===== src/rtl/dwt97_lift_unit_mc_pkg.sv =====
// Shared definitions for the DWT97 lifting pair unit: default 9/7 coefficients (Q16),
// line-state encoding and the saturating adder used by every lifting step.
package dwt97_lift_unit_mc_pkg;

    // CDF 9/7 predict/update coefficients scaled by 2^16
    localparam int ALPHA_Q16 = -103949;
    localparam int BETA_Q16  = -3472;

    typedef enum logic [1:0] {
        ST_IDLE,
        ST_HOLD,
        ST_FLUSH
    } line_state_e;

    function automatic logic signed [63:0] sat_add(input logic signed [63:0] a,
                                                   input logic signed [63:0] b,
                                                   input int                 w);
        logic signed [63:0] s;
        logic signed [63:0] hi;
        logic signed [63:0] lo;
        s  = a + b;
        hi = (64'sd1 <<< (w - 1)) - 64'sd1;
        lo = -(64'sd1 <<< (w - 1));
        if (s > hi) begin
            return hi;
        end else if (s < lo) begin
            return lo;
        end
        return s;
    endfunction

endpackage


===== src/rtl/dwt97_lift_unit_mc_mac.sv =====
// One registered lifting step r = sat(a + (c*(x+y)) >> Point).
// DWT97_ROUND_EN adds half an LSB before the shift (round half up); otherwise floor.
module dwt97_lift_mac
    import dwt97_lift_unit_mc_pkg::*;
#(
    parameter int DataWidth  = 24,
    parameter int Point      = 16,
    parameter int CoeffWidth = 20
) (
    input  logic                         clk_i,
    input  logic                         en_i,
    input  logic signed [CoeffWidth-1:0] coef_i,
    input  logic signed [DataWidth-1:0]  a_i,
    input  logic signed [DataWidth-1:0]  x_i,
    input  logic signed [DataWidth-1:0]  y_i,
    output logic signed [DataWidth-1:0]  r_o
);

    localparam int SumW  = DataWidth + 1;
    localparam int ProdW = SumW + CoeffWidth;

    logic signed [SumW-1:0]      sum;
    logic signed [ProdW-1:0]     prod;
    logic signed [ProdW-1:0]     scaled;
    logic signed [DataWidth-1:0] r_q;

    function automatic logic signed [ProdW-1:0] scale_q(input logic signed [ProdW-1:0] p);
`ifdef DWT97_ROUND_EN
        localparam logic signed [ProdW-1:0] Half = ProdW'(1) <<< (Point - 1);
        return (p + Half) >>> Point;
`else
        return p >>> Point;
`endif
    endfunction

    assign sum    = SumW'(x_i) + SumW'(y_i);
    assign prod   = ProdW'(sum) * ProdW'(coef_i);
    assign scaled = scale_q(prod);

    always_ff @(posedge clk_i) begin
        if (en_i) begin
            r_q <= DataWidth'(sat_add(64'(a_i), 64'(scaled), DataWidth));
        end
    end

    assign r_o = r_q;

endmodule


===== src/rtl/dwt97_lift_unit_mc.sv =====
// Multi-lane row-mode 9/7 predict+update pair with symmetric line ends and valid/ready flow.
// Optional rounding in the lifting steps is selected by DWT97_ROUND_EN.
module dwt97_lift_unit_mc
    import dwt97_lift_unit_mc_pkg::*;
#(
    parameter int                          DataWidth  = 24,
    parameter int                          Point      = 16,
    parameter int                          CoeffWidth = 20,
    parameter int                          Lanes      = 1,
    parameter logic signed [CoeffWidth-1:0] Alpha     = CoeffWidth'(ALPHA_Q16),
    parameter logic signed [CoeffWidth-1:0] Beta      = CoeffWidth'(BETA_Q16)
) (
    input  logic                           clk_i,
    input  logic                           rst_i,
    output logic                           s_ready_o,
    input  logic                           s_valid_i,
    input  logic                           s_sof_i,
    input  logic                           s_eol_i,
    input  logic [2*DataWidth*Lanes-1:0]   s_data_i,
    input  logic                           m_ready_i,
    output logic                           m_valid_o,
    output logic                           m_sof_o,
    output logic                           m_eol_o,
    output logic [2*DataWidth*Lanes-1:0]   m_data_o
);

    localparam int PairW = 2 * DataWidth;

    line_state_e state_q;
    logic        pend_q, first_hold_q, sof_hold_q;
    logic        en, flush, acc, line_start, from_input;
    logic        issue, issue_sof, issue_eol, issue_first;

    logic signed [DataWidth-1:0] in_ev [Lanes];
    logic signed [DataWidth-1:0] in_od [Lanes];
    logic signed [DataWidth-1:0] ev_hold_q [Lanes];
    logic signed [DataWidth-1:0] od_hold_q [Lanes];
    logic signed [DataWidth-1:0] issue_ev [Lanes];
    logic signed [DataWidth-1:0] issue_od [Lanes];
    logic signed [DataWidth-1:0] issue_evn [Lanes];

    logic signed [DataWidth-1:0] ev_p0_q [Lanes];
    logic signed [DataWidth-1:0] od_p0_q [Lanes];
    logic signed [DataWidth-1:0] evn_p0_q [Lanes];
    logic                        vld_p0_q, sof_p0_q, eol_p0_q, first_p0_q;

    logic signed [DataWidth-1:0] h_p1 [Lanes];
    logic signed [DataWidth-1:0] ev_p1_q [Lanes];
    logic signed [DataWidth-1:0] h_prev_q [Lanes];
    logic signed [DataWidth-1:0] upd_x [Lanes];
    logic                        vld_p1_q, sof_p1_q, eol_p1_q, first_p1_q;

    logic signed [DataWidth-1:0] l_p2 [Lanes];
    logic signed [DataWidth-1:0] h_p2_q [Lanes];
    logic                        vld_p2_q, sof_p2_q, eol_p2_q;

    logic                        m_valid_q, m_sof_q, m_eol_q;
    logic [2*DataWidth*Lanes-1:0] m_data_q;

    assign en         = !m_valid_q || m_ready_i;
    assign flush      = (state_q == ST_FLUSH);
    assign s_ready_o  = en && !flush && !rst_i;
    assign acc        = s_valid_i && s_ready_o;
    assign line_start = s_sof_i || (state_q == ST_IDLE);

    // Issue select: held pair (normal/flush) or the incoming pair for a single-pair line
    always_comb begin
        from_input  = acc && line_start && s_eol_i;
        issue       = flush ? pend_q : (acc && (!line_start || s_eol_i));
        issue_sof   = from_input ? s_sof_i : sof_hold_q;
        issue_eol   = flush || from_input;
        issue_first = from_input || first_hold_q;
        for (int j = 0; j < Lanes; j++) begin
            in_ev[j]     = s_data_i[PairW*j +: DataWidth];
            in_od[j]     = s_data_i[PairW*j + DataWidth +: DataWidth];
            issue_ev[j]  = from_input ? in_ev[j] : ev_hold_q[j];
            issue_od[j]  = from_input ? in_od[j] : od_hold_q[j];
            issue_evn[j] = flush ? ev_hold_q[j] : in_ev[j];
        end
    end

    always_ff @(posedge clk_i) begin
        if (rst_i) begin
            state_q      <= ST_IDLE;
            pend_q       <= 1'b0;
            first_hold_q <= 1'b0;
            sof_hold_q   <= 1'b0;
            vld_p0_q     <= 1'b0;
            sof_p0_q     <= 1'b0;
            eol_p0_q     <= 1'b0;
            first_p0_q   <= 1'b0;
            vld_p1_q     <= 1'b0;
            sof_p1_q     <= 1'b0;
            eol_p1_q     <= 1'b0;
            first_p1_q   <= 1'b0;
            vld_p2_q     <= 1'b0;
            sof_p2_q     <= 1'b0;
            eol_p2_q     <= 1'b0;
            m_valid_q    <= 1'b0;
            m_sof_q      <= 1'b0;
            m_eol_q      <= 1'b0;
            m_data_q     <= '0;
        end else if (en) begin
            // p0: operands issued
            vld_p0_q   <= issue;
            sof_p0_q   <= issue && issue_sof;
            eol_p0_q   <= issue && issue_eol;
            first_p0_q <= issue_first;
            // p1: predict result
            vld_p1_q   <= vld_p0_q;
            sof_p1_q   <= sof_p0_q;
            eol_p1_q   <= eol_p0_q;
            first_p1_q <= first_p0_q;
            // p2: update result
            vld_p2_q   <= vld_p1_q;
            sof_p2_q   <= sof_p1_q;
            eol_p2_q   <= eol_p1_q;
            // output register
            m_valid_q  <= vld_p2_q;
            m_sof_q    <= sof_p2_q;
            m_eol_q    <= eol_p2_q;
            if (vld_p2_q) begin
                for (int j = 0; j < Lanes; j++) begin
                    m_data_q[PairW*j +: PairW] <= {h_p2_q[j], l_p2[j]};
                end
            end
            case (state_q)
                ST_FLUSH: begin
                    state_q <= ST_IDLE;
                    pend_q  <= 1'b0;
                end
                default: begin
                    if (acc) begin
                        state_q      <= s_eol_i ? ST_FLUSH : ST_HOLD;
                        pend_q       <= s_eol_i && !line_start;
                        first_hold_q <= line_start;
                        sof_hold_q   <= line_start && s_sof_i;
                    end
                end
            endcase
        end
    end

    always_ff @(posedge clk_i) begin
        if (en) begin
            for (int j = 0; j < Lanes; j++) begin
                if (acc) begin
                    ev_hold_q[j] <= in_ev[j];
                    od_hold_q[j] <= in_od[j];
                end
                ev_p0_q[j]  <= issue_ev[j];
                od_p0_q[j]  <= issue_od[j];
                evn_p0_q[j] <= issue_evn[j];
                ev_p1_q[j]  <= ev_p0_q[j];
                h_p2_q[j]   <= h_p1[j];
                // left neighbour of the next high sample; line start mirrors h_0 instead
                if (vld_p1_q) begin
                    h_prev_q[j] <= h_p1[j];
                end
            end
        end
    end

    for (genvar j = 0; j < Lanes; j++) begin : g_lane
        dwt97_lift_mac #(
            .DataWidth (DataWidth),
            .Point     (Point),
            .CoeffWidth(CoeffWidth)
        ) u_predict (
            .clk_i (clk_i),
            .en_i  (en),
            .coef_i(Alpha),
            .a_i   (od_p0_q[j]),
            .x_i   (ev_p0_q[j]),
            .y_i   (evn_p0_q[j]),
            .r_o   (h_p1[j])
        );

        assign upd_x[j] = first_p1_q ? h_p1[j] : h_prev_q[j];

        dwt97_lift_mac #(
            .DataWidth (DataWidth),
            .Point     (Point),
            .CoeffWidth(CoeffWidth)
        ) u_update (
            .clk_i (clk_i),
            .en_i  (en),
            .coef_i(Beta),
            .a_i   (ev_p1_q[j]),
            .x_i   (upd_x[j]),
            .y_i   (h_p1[j]),
            .r_o   (l_p2[j])
        );
    end

    assign m_valid_o = m_valid_q;
    assign m_sof_o   = m_sof_q;
    assign m_eol_o   = m_eol_q;
    assign m_data_o  = m_data_q;

endmodule


===== config.mk =====
export PLATFORM = sky130hd
export DESIGN_NAME = dwt97_lift_unit_mc
export DESIGN_NICKNAME = d
export VERILOG_FILES = /design/src/rtl/dwt97_lift_unit_mc_pkg.sv /design/src/rtl/dwt97_lift_unit_mc_mac.sv /design/src/rtl/dwt97_lift_unit_mc.sv
export SDC_FILE = /design/constraint.sdc
export NUM_CORES = 1
export LEC_CHECK = 0
export CORE_MARGIN = 3
export CORE_UTILIZATION = 60
export CTS_CLUSTER_DIAMETER = 200
export DETAILED_ROUTE_END_ITERATION = 16
export GPL_TIMING_DRIVEN = 0
export PLACE_DENSITY = 0.89
export SLEW_MARGIN = 20
export SYNTH_ARGS = -nofsm -noshare
export SYNTH_HDL_FRONTEND = slang
export SYNTH_SLANG_ARGS = --single-unit

===== constraint.sdc =====
create_clock -name clk_i -period 14.05 [get_ports clk_i]
set_clock_uncertainty 0.05 [all_clocks]
set_input_delay 1.405 -clock clk_i [delete_from_list [all_inputs] [get_ports clk_i]]
set_output_delay 1.405 -clock clk_i [all_outputs]
set_load 0.02 [all_outputs]

==> results.cfg <==
[outcome]
status = finished, final reports clean

[clock_network]
cts.hold.buffers_added = 0
worstSkewPairLatency_ps = 550
clk_pin_slew_ps = 60
cts_made_buffers = 34
cts_max_level = 2
clockBufferDepth = 3
numClockSinks = 307
cts-resized-gates = 0
cts_tree = built
cts-root-buf = clkbuf_16
postCtsSetupBuffers = 0

[synthesis]
netlist_area_sq_um = 28800
syn_nets = 3461
synth_cell_type_count = 75
avgSynthCellArea_sq_um = 10.5
synth_edf_count = 240
ys_seq_area_share_pct = 29.7
synth_seq_cells = 307
postSynth.asyncResetShare_pct = 0
ys.flop_type = edfxtp_1
synth.yosys.warnings = 0
netlist_instances = 2734

[floorplanning]
dieHeight_um = 225
die-area_sq_um = 50600
core_sq_um = 47000
die_w_um = 225
rows = 79
ios = 106
start_util_pct = 61.3

[global_routing]
overflow = 0
grt_pass1_wl_um = 110000
antenna_found_initial = 0
grt_pass1_vias = 21600
grt_max_degree = 37
grt_util_all_layers_pct = 27.3

[setup_path]
crit_top_cell = fa_1
required_ps = 14270
path_class = reg -> reg
setup.worst_path.start_class = register
critical_path_arrival_ps = 11960
critPathMaxStageDelay_ps = 550
critPathMaxFanout = 10
cpMaxStageDelayCell = fa_1
cp-end-kind = register

[cells_and_area]
ff_latch_area_sq_um = 8550
multi_input_area_sq_um = 17800
nFillCells = 3331
area_delta_synth_final_pct = 10.5
num_antenna_cells = 0
nNetsFinal = 3608
drive_gt1_share_pct = 7.05

[placed_design]
io_buffers = 104
hpwl_um = 55400
dp_slack_ps = 2480
gp_congestion = 0.924

[drt]
drtPass1Iterations = 7
drcViolationCount = 0
wire_per_inst_um = 19.1
viasPerCell = 5.71
drt_iter0_markers = 1227
ant_nets = 0
drt_wl_total_um = 67000
num_vias = 20100

[timing]
timing.final.crit_share_pct = 83.6
rsz0062_at_grt = false
final.min_clock_period_ps = 11740
clock.fmax_mhz = 85.2
worst_slew_pin_slew_ps = 1090
worst_slack_ps = 2310
setup_tns_ps = 0
hold_viol_final = 0
slew_headroom_pct = 27.2
setup_violations = 0
maxSlewViolCount = 0

[job]
maxCapViolations = 0

[hold_path]
hold_class = reg -> reg
==> area by class of cell <==
| type | count | share of cell area [%] |
|---|---|---|
| buffer | 43 | 0.625 |
| clock buffer | 45 | 2.98 |
| clock inverter | 17 | 0.441 |
| inverter | 605 | 7.14 |
| multi-input combinational | 1779 | 55.9 |
| sequential | 307 | 26.9 |
| tap | 607 | 2.39 |
| timing repair buffer | 111 | 3.69 |
==> state kept, by name, summed over array words and instances, names as in the netlist, 2 cells and up <==
| name | flops |
|---|---|
| evn_p0_q | 24 |
| m_data_o | 48 |
| g_lane.u_update.r_o | 24 |
| h_p2_q | 24 |
| state_q | 2 |
| g_lane.u_predict.r_o | 24 |
| od_hold_q | 24 |
| ev_hold_q | 24 |
| od_p0_q | 24 |
| h_prev_q | 24 |
| ev_p1_q | 24 |
| ev_p0_q | 24 |
==> worst max-delay path, delay by kind of cell (launching register included) <==
family                     cells  cell delay, ps
DFF                            1             390
and+or+nand+nor                2             170
buffers and inverters          4             420
adders and majority gates     10            4390
AOI/OAI and AO/OA             22            5120
xor gates and xnor gates       3             910
==> Yosys cell counts, types with 13 or more instances <==
master	instances	area share (%)
inv_1	603	7.9
ha_1	391	17
fa_1	282	20
edfxtp_1	240	25
nand2_1	175	2.3
a21oi_1	169	2.9
mux2_2	95	3.7
xnor2_1	92	2.8
nor2_1	87	1.1
o21ai_0	72	1.3
dfxtp_1	67	4.7
xor2_1	61	1.9
a21o_1	54	1.4
nor2b_1	29	0.63
clkbuf_1	26	0.34
o21bai_1	24	0.63
nor3_1	21	0.37
o21a_1	20	0.52
o21ai_2	18	0.55
nand4_1	15	0.33
nand3_1	14	0.24
a211oi_1	13	0.34
and2_1	13	0.28
nand2b_1	13	0.28
==> final timing paths <==
check	slack (ps)	depth (start not counted)	endpoint	startpoint
worst min-delay path	410	2	m_data_o[6]$_SDFFE_PP0P_	m_data_o[6]$_SDFFE_PP0P_
worst max register to register	2310	41	g_lane[0].u_predict.r_o[5]$_DFFE_PN_	ev_p0_q[0][0]$_DFFE_PN_
worst min register to register	410	2	m_data_o[6]$_SDFFE_PP0P_	m_data_o[6]$_SDFFE_PP0P_
worst max-delay path	2310	41	g_lane[0].u_predict.r_o[5]$_DFFE_PN_	ev_p0_q[0][0]$_DFFE_PN_
==> kinds of logic (layout without fill, tap and decap cells) <==
| group | Yosys count | count (layout) | synth area share [%] |
|---|---|---|---|
| mux | 96 | 96 | 3.75 |
| simple gates | 398 | 398 | 6.32 |
| flops | 307 | 307 | 29.7 |
| buf+inv | 648 | 821 | 8.58 |
| fa+ha+maj | 675 | 675 | 36.7 |
| xor+xnor | 154 | 154 | 4.71 |
| compound gates | 456 | 456 | 10.3 |
==> cell usage in the layout (no fill, tap or decap), types with 61 or more instances in the layout <==
| master | count |
|---|---|
| a21oi_1 | 169 |
| nor2_1 | 87 |
| inv_1 | 603 |
| nand2_1 | 175 |
| edfxtp_1 | 240 |
| fa_1 | 282 |
| clkdlybuf4s50_1 | 104 |
| ha_1 | 391 |
| xor2_1 | 61 |
| o21ai_0 | 71 |
| mux2_2 | 95 |
| dfxtp_1 | 67 |
| xnor2_1 | 92 |
==> through the flow <==
stage	hold WS, ps	util, %	instances	cell area (sq um)
4_1_cts	406	67.8	3514	31800
5_1_grt	419	67.8	3514	31800
6_report	405	67.8	3514	31800
3_5_place_dp	396	65.4	3452	30700
3_3_place_gp	390	65.1	3445	30600
2_1_floorplan	381	-	2734	28800
==> metal layers <==
layer | wire length [um] | vias to the layer above | part of all wire [%] | global-route usage (%)
met5 | 0 | - | 0 | 0
met4 | 3170 | 0 | 4.7 | 11.9
met2 | 33500 | 654 | 50 | 48.3
li1 | - | 9327 | - | -
met1 | 26600 | 9888 | 40 | 33.8
met3 | 3690 | 201 | 5.5 | 3.53
Power is not shown: default switching activity piles up to over one toggle a cycle in this logic, so the estimate is an artifact.
